[src/rtl/writeback_arbiter.sv]
// Register-file write-port arbiter: ALU results take priority, LSU/MUL results queue in a FIFO,
// and a busy scoreboard tracks pending long-latency writes. Optional macro: WB_LSU_BYPASS_EN.
module writeback_arbiter #(
   parameter int M     = 5,
   parameter int N     = 32,
   parameter int DEPTH = 4
) (
   input  logic                     clk,
   input  logic                     rst,
   input  logic                     alu_valid,
   input  logic [M-1:0]             alu_rd,
   input  logic [N-1:0]             alu_data,
   input  logic                     lsu_valid,
   output logic                     lsu_ready,
   input  logic [M-1:0]             lsu_rd,
   input  logic [N-1:0]             lsu_data,
   input  logic                     issue_valid,
   input  logic [M-1:0]             issue_rd,
   output logic [(1<<M)-1:0]        busy,
   output logic [$clog2(DEPTH):0]   fifo_count,
   output logic                     w_en,
   output logic [M-1:0]             rd,
   output logic [N-1:0]             din
);

   localparam int PW   = $clog2(DEPTH);
   localparam int CW   = PW + 1;
   localparam int NREG = 1 << M;

   logic [M-1:0]    mem_rd_q   [DEPTH];
   logic [M-1:0]    mem_rd_d   [DEPTH];
   logic [N-1:0]    mem_data_q [DEPTH];
   logic [N-1:0]    mem_data_d [DEPTH];
   logic [PW-1:0]   wr_ptr_q, wr_ptr_d;
   logic [PW-1:0]   rd_ptr_q, rd_ptr_d;
   logic [CW-1:0]   count_q, count_d;
   logic [NREG-1:0] busy_q, busy_d;
   logic            w_en_q, w_en_d;
   logic [M-1:0]    rd_q, rd_d;
   logic [N-1:0]    din_q, din_d;

   logic            alu_eff;
   logic            fifo_empty;
   logic            push_fire;
   logic            bypass;
   logic            push;
   logic            pop;
   logic [M-1:0]    head_rd;
   logic [N-1:0]    head_data;

   assign alu_eff    = alu_valid && (alu_rd != '0);
   assign fifo_empty = (count_q == '0);
   // Ready looks only at occupancy, never at a same-cycle pop.
   assign lsu_ready  = (count_q < CW'(DEPTH));
   assign push_fire  = lsu_valid && lsu_ready;
   assign head_rd    = mem_rd_q[rd_ptr_q];
   assign head_data  = mem_data_q[rd_ptr_q];
   assign pop        = !alu_eff && !fifo_empty;

`ifdef WB_LSU_BYPASS_EN
   assign bypass = fifo_empty && !alu_eff && push_fire;
`else
   assign bypass = 1'b0;
`endif

   assign push = push_fire && !bypass;

   always_comb begin
      mem_rd_d   = mem_rd_q;
      mem_data_d = mem_data_q;
      wr_ptr_d   = wr_ptr_q;
      rd_ptr_d   = rd_ptr_q;
      count_d    = count_q;
      if (push) begin
         mem_rd_d[wr_ptr_q]   = lsu_rd;
         mem_data_d[wr_ptr_q] = lsu_data;
         wr_ptr_d             = wr_ptr_q + 1'b1;
      end
      if (pop) begin
         rd_ptr_d = rd_ptr_q + 1'b1;
      end
      case ({push, pop})
         2'b10:   count_d = count_q + 1'b1;
         2'b01:   count_d = count_q - 1'b1;
         default: count_d = count_q;
      endcase
   end

   // Write-port selection; rd/din only move when a real write is issued.
   always_comb begin
      w_en_d = 1'b0;
      rd_d   = rd_q;
      din_d  = din_q;
      if (alu_eff) begin
         w_en_d = 1'b1;
         rd_d   = alu_rd;
         din_d  = alu_data;
      end else if (pop) begin
         if (head_rd != '0) begin
            w_en_d = 1'b1;
            rd_d   = head_rd;
            din_d  = head_data;
         end
      end else if (bypass && (lsu_rd != '0)) begin
         w_en_d = 1'b1;
         rd_d   = lsu_rd;
         din_d  = lsu_data;
      end
   end

   // Clears are applied before the set so a same-cycle issue to the same register wins.
   always_comb begin
      busy_d = busy_q;
      if (pop) begin
         busy_d[head_rd] = 1'b0;
      end
      if (bypass) begin
         busy_d[lsu_rd] = 1'b0;
      end
      if (issue_valid && (issue_rd != '0)) begin
         busy_d[issue_rd] = 1'b1;
      end
      busy_d[0] = 1'b0;
   end

   always_ff @(posedge clk) begin
      if (rst) begin
         wr_ptr_q <= '0;
         rd_ptr_q <= '0;
         count_q  <= '0;
         busy_q   <= '0;
         w_en_q   <= 1'b0;
         rd_q     <= '0;
         din_q    <= '0;
      end else begin
         wr_ptr_q <= wr_ptr_d;
         rd_ptr_q <= rd_ptr_d;
         count_q  <= count_d;
         busy_q   <= busy_d;
         w_en_q   <= w_en_d;
         rd_q     <= rd_d;
         din_q    <= din_d;
      end
   end

   always_ff @(posedge clk) begin
      mem_rd_q   <= mem_rd_d;
      mem_data_q <= mem_data_d;
   end

   assign busy       = busy_q;
   assign fifo_count = count_q;
   assign w_en       = w_en_q;
   assign rd         = rd_q;
   assign din        = din_q;

endmodule

[config.mk]
export PLATFORM = sky130hd
export DESIGN_NAME = writeback_arbiter
export DESIGN_NICKNAME = d
export VERILOG_FILES = /design/src/rtl/writeback_arbiter.sv
export SDC_FILE = /design/constraint.sdc
export NUM_CORES = 1
export LEC_CHECK = 0
export CORE_MARGIN = 1.5
export CORE_UTILIZATION = 55
export CTS_BUF_LIST = sky130_fd_sc_hd__clkbuf_4
export DETAILED_ROUTE_END_ITERATION = 6
export PLACE_DENSITY = 0.87
export SETUP_SLACK_MARGIN = 0.5
export SLEW_MARGIN = 15
export SYNTH_ARGS = -nofsm -noshare
export SYNTH_HDL_FRONTEND = slang
export SYNTH_SLANG_ARGS = --single-unit
[constraint.sdc]
create_clock -name clk -period 8.9 [get_ports clk]
set_input_delay 1.78 -clock clk [delete_from_list [all_inputs] [get_ports clk]]
set_output_delay 1.78 -clock clk [all_outputs]
set_load 0.02 [all_outputs]
==> results of run 1 <==
==> power by group <==
group | switching [mW] | internal (mW) | leakage, nW
clock | 0.405 | 0.453 | 0.435
sequential | 0.0684 | 1.26 | 1.98
combinational | 0.476 | 0.379 | 1.32
total | 0.950 | 2.09 | 3.74
==> logic make-up (layout without fill, tap and decap cells) <==
kind of cell,count (synthesis),in the layout,synth area share (%)
buf+inv,45,270,2.39
compound gates,140,140,10.6
flops,224,224,67.9
mux,37,37,9.56
simple gates,127,127,8.08
other cells,1,3,0.0427
fa+ha+maj,6,6,0.939
xor+xnor,5,5,0.498
==> path summary, 6_finish.rpt <==
path,cells past startpoint,slack (ps),end,from
setup / recovery,10,4540,fifo_count[2],alu_rd[1]
setup reg to reg,6,5260,din[17],rd_ptr_q[0]
hold / removal,1,530,din[1],din[1]
hold reg to reg,1,530,din[1],din[1]
==> per-layer routing <==
metal  part of all wire (%)  vias to the layer above  GRT usage [%]  wire, um
li1                       -                     2687              -         -
met4                    2.7                        0           11.0       552
met2                     49                      335           41.9     10200
met5                      0                        -              0         0
met1                     39                     2952           31.3      8150
met3                    8.9                       46           6.40      1850
==> layout make-up <==
type | count | share of cell area, %
multi-input combinational | 316 | 23.5
clock buffer | 82 | 5.49
inverter | 7 | 0.234
timing repair buffer | 160 | 14.1
clock inverter | 21 | 0.981
sequential | 224 | 53.2
tap | 216 | 2.41
antenna | 2 | 0.0446
==> synthesized netlist by cell type (2+ instances only) <==
cell type | number | area, um^2
sky130_fd_sc_hd__edfxtp_1 | 148 | 4440
sky130_fd_sc_hd__o21ai_0 | 88 | 440
sky130_fd_sc_hd__dfxtp_1 | 76 | 1520
sky130_fd_sc_hd__nor3_1 | 37 | 185
sky130_fd_sc_hd__mux4_2 | 35 | 788
sky130_fd_sc_hd__nor2b_1 | 33 | 206
sky130_fd_sc_hd__o221a_1 | 27 | 304
sky130_fd_sc_hd__clkbuf_1 | 25 | 93.8
sky130_fd_sc_hd__nor2_1 | 20 | 75.1
sky130_fd_sc_hd__o21ai_1 | 8 | 40.0
sky130_fd_sc_hd__inv_1 | 7 | 26.3
sky130_fd_sc_hd__buf_2 | 6 | 30.0
sky130_fd_sc_hd__nand2_1 | 6 | 22.5
sky130_fd_sc_hd__a21oi_1 | 5 | 25.0
sky130_fd_sc_hd__ha_1 | 5 | 62.6
sky130_fd_sc_hd__nand3b_1 | 5 | 37.5
sky130_fd_sc_hd__o221a_2 | 5 | 56.3
sky130_fd_sc_hd__a221oi_1 | 4 | 35.0
sky130_fd_sc_hd__and2_1 | 4 | 25.0
sky130_fd_sc_hd__buf_6 | 4 | 45.0
sky130_fd_sc_hd__nand3_1 | 4 | 20.0
sky130_fd_sc_hd__or3_1 | 4 | 25.0
sky130_fd_sc_hd__xor2_1 | 3 | 26.3
sky130_fd_sc_hd__buf_1 | 2 | 7.51
sky130_fd_sc_hd__mux4_1 | 2 | 52.6
sky130_fd_sc_hd__nand2b_1 | 2 | 12.5
sky130_fd_sc_hd__or3_4 | 2 | 22.5
sky130_fd_sc_hd__or3b_2 | 2 | 17.5
sky130_fd_sc_hd__or4b_1 | 2 | 20.0
sky130_fd_sc_hd__xnor2_1 | 2 | 17.5
==> state kept, by name (all words and copies together) (netlist names) <==
signal,count
fifo_count,3
rd_ptr_q,2
rd,5
w_en,1
din,32
mem_rd_q,20
wr_ptr_q,2
mem_data_q,128
busy,31
==> metrics by stage <==
| step | setup slack [ps] | total power [mW] | utilization [%] | hold slack (ps) | instance area [um^2] |
|---|---|---|---|---|---|
| 6_report | 4540 | 3.04 | 71.1 | 526 | 11200 |
| 5_1_grt | 4370 | 3.19 | 71.1 | 549 | 11200 |
| 4_1_cts | 4580 | 3.06 | 71.1 | 525 | 11200 |
| 3_5_place_dp | 3890 | 2.20 | 66.5 | 503 | 10500 |
| 3_3_place_gp | 4000 | 2.16 | 66.5 | 505 | 10500 |
| 2_1_floorplan | 4570 | 1.89 | - | 538 | 8790 |
==> critical path: stages <==
cell                              delay, ps
sky130_fd_sc_hd__clkdlybuf4s50_1        480
sky130_fd_sc_hd__or4_1                  600
sky130_fd_sc_hd__o21a_2                 510
sky130_fd_sc_hd__nor2_1                 270
sky130_fd_sc_hd__ha_1                   230
sky130_fd_sc_hd__inv_1                   70
sky130_fd_sc_hd__fa_1                   370
sky130_fd_sc_hd__xor2_1                 160
sky130_fd_sc_hd__or3_1                  310
sky130_fd_sc_hd__a21oi_1                150
==> Flow_metrics.wiki, run 1 <==
{| class="wikitable"
! Metric !! Value
|-
| Outcome || finished clean
|-
| Main synth FF type || sky130_fd_sc_hd__edfxtp_1
|-
| Avg WL per Cell || 20.2 um
|-
| Core Rows || 46
|-
| Resized Gates After CTS || 0
|-
| Antenna violations before repair || 2
|-
| Class of the most critical setup path || in -> reg
|-
| Sequential cell area || 5970 um^2
|-
| Core footprint || 15,800 um^2
|-
| Pin count of the biggest net entering global routing || 42
|-
| Final period utilization || 49.0%
|-
| Clock insertion delay at the later pin of the skew report || 650 ps
|-
| Synthesized netlist cell count || ~600
|-
| Total grt overflow || 0
|-
| Cell count after placement || 923
|-
| Top-level port count || between 150 and 200
|-
| Netlist area before placement || about 8800 um^2
|-
| Area occupied by multi-input gates || 2640 um^2
|-
| Cell area power density || 271 nW/um^2
|-
| Length of the first detailed-routing pass in iterations || 5
|-
| CTS clock-pin slew for the worst setup and hold paths || 60 ps
|-
| FMAX || 0.229 GHz
|-
| Count of flip-flops with a built-in enable after synthesis || around 150
|-
| Layout Cells excl Fill || 1,028
|-
| Final worst path period need || between 4000 and 5000 ps
|-
| Vias in the first global route || 6,141
|-
| Largest vdd supply drop || roughly 0.18 mV
|-
| Estimated wirelength of the detail-placed design || 12.6 mm
|-
| Portion of the post-synthesis area used by sequential elements || between 60% and 70%
|-
| YS warnings || 0
|-
| Distinct cell type count of the synthesized netlist || 42
|-
| Crit path arrival time || slightly below 5000 ps
|-
| Share of synthesized registers carrying an async set or reset || 0%
|-
| # setup viols final || 0
|-
| Max Slew Vio Count || 0
|-
| Clock Tree Buf Depth || 3
|-
| Max Clock Skew || roughly 33 ps
|-
| Overall routing resource usage || 25.1%
|-
| Buffers on Ports || 156
|-
| Synthesized Nets || around 680
|-
| Final-layout fill cell count || 1,067
|-
| Area of the die || 16,800 um^2
|-
| Number of nets still failing antenna checks after routing || 0
|-
| Routability-driven placement congestion ratio || ~0.85
|-
| Number of DRC markers after the initial detailed-route iteration || between 400 and 500
|-
| Max cap viols || 0
|-
| First-pass GRT wire length || 31.9 mm
|-
| Total count of hold-check failures in the final report || 0
|-
| Unrepaired setup endpoints after global routing || false
|-
| CTS tree || yes
|-
| Clock buffer count from CTS || 55
|-
| Most frequent standard cell in the layout excluding fill and tap cells || sky130_fd_sc_hd__clkdlybuf4s50_1
|-
| Post CTS Setup Buffer Count || 0
|-
| Vias post-DR || 6,020
|-
| Hold_buf cts || 0
|-
| Final nets || roughly 850
|-
| Kind of start point of the critical path || input pin
|-
| Fraction of layout cells with a size suffix above 1 || 18.3%
|-
| Headroom to the max-slew limit || 30.4%
|-
| Starting density of the core || 55.7%
|-
| H-tree depth || 2
|-
| Worst setup EP type || flop
|-
| Yosys reg bits || between 200 and 250
|-
| Slew @ Worst Pin || 1040 ps
|-
| Sink count of the clock tree || 224
|-
| Routed WL || 20.7 mm
|-
| Synthesis-to-layout area growth || 27.6%
|-
| Mean number of vias per cell || 5.86
|-
| Maximum fanout along the worst path || 41
|-
| Highest-count cells in the layout ignoring fill and taps || sky130_fd_sc_hd__clkdlybuf4s50_1 (155), sky130_fd_sc_hd__edfxtp_1 (148), sky130_fd_sc_hd__o21ai_0 (88), sky130_fd_sc_hd__clkbuf_4 (82), sky130_fd_sc_hd__dfxtp_1 (74)
|-
| Leakage || 3.74 nW
|-
| Path class of the lowest-slack min-delay path || reg -> reg
|-
| Mean cell area of the mapped netlist || 15.0 um^2
|-
| Width of the chip || between 100 and 150 um
|-
| Endpoint required time on the critical path || 9470 ps
|-
| DRC violation count after routing || 0
|-
| Post-Route Setup TNS || 0 ps
|-
| Die H || 129 um
|-
| Root Buffer || sky130_fd_sc_hd__clkbuf_4
|}
No activity file was read; power rests on OpenSTA's default activity.
==> run 2: changes to the inputs <==
--- a/config.mk
+++ b/config.mk
@@ -6,10 +6,10 @@
 export NUM_CORES = 1
 export LEC_CHECK = 0
 export CORE_MARGIN = 1.5
-export CORE_UTILIZATION = 55
+export CORE_UTILIZATION = 49
 export CTS_BUF_LIST = sky130_fd_sc_hd__clkbuf_4
 export DETAILED_ROUTE_END_ITERATION = 6
-export PLACE_DENSITY = 0.87
+export PLACE_DENSITY = 0.82
 export SETUP_SLACK_MARGIN = 0.5
 export SLEW_MARGIN = 15
 export SYNTH_ARGS = -nofsm -noshare
==> constraint.sdc (replaced) <==
create_clock -name clk -period 3.56 [get_ports clk]
set_input_delay 0.712 -clock clk [delete_from_list [all_inputs] [get_ports clk]]
set_output_delay 0.712 -clock clk [all_outputs]
set_load 0.02 [all_outputs]
==> Flow_metrics.wiki, run 2 (synthesized netlist as in run 1, its figures left out) <==
{| class="wikitable"
! Metric !! Value
|-
| Highest-count cells in the layout ignoring fill and taps || sky130_fd_sc_hd__clkdlybuf4s50_1 (155), sky130_fd_sc_hd__edfxtp_1 (148), sky130_fd_sc_hd__o21ai_0 (88), sky130_fd_sc_hd__clkbuf_4 (87), sky130_fd_sc_hd__dfxtp_1 (74)
|-
| Kind of start point of the critical path || flop
|-
| First-pass GRT wire length || 32.0 mm
|-
| Flip-flop count of the largest register after layout || ~130
|-
| Number of DRC markers after the initial detailed-route iteration || 390
|-
| Core Rows || between 40 and 50
|-
| Core footprint || about 17,000 um^2
|-
| Diode count || 0
|-
| Buffers on Ports || 156
|-
| Worst-path cell with the longest stage delay || sky130_fd_sc_hd__mux4_1
|-
| CTS clock-pin slew for the worst setup and hold paths || around 60 ps
|-
| Estimated wirelength of the detail-placed design || 13.3 mm
|-
| Unrepaired setup endpoints after global routing || false
|-
| H-tree depth || 2
|-
| Most frequent standard cell in the layout excluding fill and tap cells || sky130_fd_sc_hd__clkdlybuf4s50_1
|-
| Leakage || 3.80 nW
|-
| Startpoint of the most critical hold path || din[30]
|-
| DRC violation count after routing || 0
|-
| Number of nets still failing antenna checks after routing || 0
|-
| Final nets || 863
|-
| Width of the chip || roughly 140 um
|-
| Layout Cells excl Fill || around 1,000
|-
| Peak per-stage delay on the critical path || between 700 and 800 ps
|-
| Routability-driven placement congestion ratio || about 0.82
|-
| Crit path cell chain || mux4_1 > or3_4 > or3_4 > o21ai_0 > o221a_1
|-
| Cell count after placement || 943
|-
| Max cap viols || 0
|-
| CP dominant cell by count || sky130_fd_sc_hd__or3_4
|-
| Largest vdd supply drop || between 0.4 and 0.5 mV
|-
| Total grt overflow || 0
|-
| Setup WS pre-CTS || 92.7 ps
|-
| Class of the most critical setup path || reg -> reg
|-
| Total count of hold-check failures in the final report || 0
|-
| FMAX || between 0.3 and 0.4 GHz
|-
| CTS tree || yes
|-
| Cell area power density || between 600 and 700 nW/um^2
|-
| Starting density of the core || 50.5%
|-
| Startpoint of the worst register-to-register path || rd_ptr_q[0]
|-
| Synthesis-to-layout area growth || 29.0%
|-
| Maximum fanout along the worst path || 32
|-
| Max Clock Skew || 26.4 ps
|-
| Die H || 137 um
|-
| Final period utilization || 82.1%
|-
| Avg WL per Cell || 19.9 um
|-
| Mean number of vias per cell || 5.80
|-
| Vias in the first global route || 6,247
|-
| Path class of the lowest-slack min-delay path || reg -> reg
|-
| Crit path arrival time || 3480 ps
|-
| Sink count of the clock tree || 224
|-
| Pin count of the biggest net entering global routing || 53
|-
| Post-Route Setup TNS || 0 ps
|-
| Post CTS Setup Buffer Count || 0
|-
| Depth of the worst register-to-register path || 5
|-
| Outcome || finished clean
|-
| Top reg by flops || mem_data_q
|-
| Slew @ Worst Pin || 934 ps
|-
| Resized Gates After CTS || 1
|-
| Top-level port count || 158
|-
| Endpoint required time on the critical path || slightly above 4000 ps
|-
| Hold_buf cts || 0
|-
| Vias post-DR || just over 6,000
|-
| Clock insertion delay at the later pin of the skew report || 630 ps
|-
| Clock buffer count from CTS || 53
|-
| Final worst-path setup slack || 638 ps
|-
| Root Buffer || sky130_fd_sc_hd__clkbuf_4
|-
| Overall routing resource usage || around 22%
|-
| # setup viols final || 0
|-
| Worst setup EP type || flop
|-
| Fraction of layout cells with a size suffix above 1 || 20.0%
|-
| Final worst path period need || 2920 ps
|-
| R2R setup slack || 640 ps
|-
| Critical R2R Capture || din[1]
|-
| Headroom to the max-slew limit || 37.8%
|-
| Capture endpoint of the worst hold path || din[30]
|-
| Clock Tree Buf Depth || 3
|-
| Max Slew Vio Count || 0
|-
| Length of the first detailed-routing pass in iterations || 6
|-
| Area of the die || 18,800 um^2
|-
| Antenna violations before repair || 0
|-
| Routed WL || between 20 and 25 mm
|-
| Worst hold path depth || 1
|}
==> run 2: cell count changes in the layout (fill, tap and decap cells not counted), moves of 2 or more <==
cell	change
sky130_fd_sc_hd__diode_2	-2
sky130_fd_sc_hd__clkinv_1	-6
sky130_fd_sc_hd__buf_4	+10
sky130_fd_sc_hd__clkinv_2	-4
sky130_fd_sc_hd__clkbuf_4	+5
==> run 2: metrics by stage <==
step | instance area [um^2] | utilization (%) | total power [mW] | hold WS (ps)
floorplan | 8840 | - | 4.75 | 538
global placement | 10600 | 61.0 | 5.48 | 506
detailed placement | 10600 | 61.0 | 5.57 | 509
CTS | 11300 | 65.1 | 7.71 | 527
global route | 11300 | 65.1 | 8.01 | 549
finish | 11300 | 65.1 | 7.65 | 524
==> run 2: worst max path at each step <==
stage / from / to / slack, ps / depth (start not counted)
2_1_floorplan: alu_rd[0] / fifo_count[2] / 510 / 11
3_3_place_gp: alu_rd[0] / busy[21] / 230 / 7
3_5_place_dp: alu_rd[0] / busy[25] / 90 / 7
4_1_cts: rd_ptr_q[0] / din[1] / 630 / 5
5_1_grt: rd_ptr_q[0] / din[1] / 560 / 5
6_report: rd_ptr_q[0] / din[1] / 640 / 5
==> run 2: critical path, delay by kind of cell, from the launching register on <==
kind	cells	cell delay, ps
compound gates	2	500
flops	1	530
mux	1	790
simple gates	2	1010
==> run 2: report_power, final <==
part	internal [mW]	switching [mW]
logic	0.992	1.20
clock network	1.17	0.957
registers	3.14	0.178
total	5.31	2.34
==> run 2: layout make-up <==
cell class                      count  area, um^2
Timing Repair Buffer              171        1680
Sequential cell                   224        5970
Clock inverter                     10        63.8
Tap cell                          225         282
Inverter                            7        26.3
Multi-Input combinational cell    316        2670
Fill cell                        1213        6070
Clock buffer                       87         653
==> run 2: layer usage <==
layer / GRT usage (%) / up-vias / wire [um]
met5: 0 / - / 0
met4: 8.71 / 0 / 444
met3: 5.93 / 39 / 1890
met2: 37.3 / 340 / 10200
met1: 28.3 / 2951 / 8130
li1: - / 2704 / -
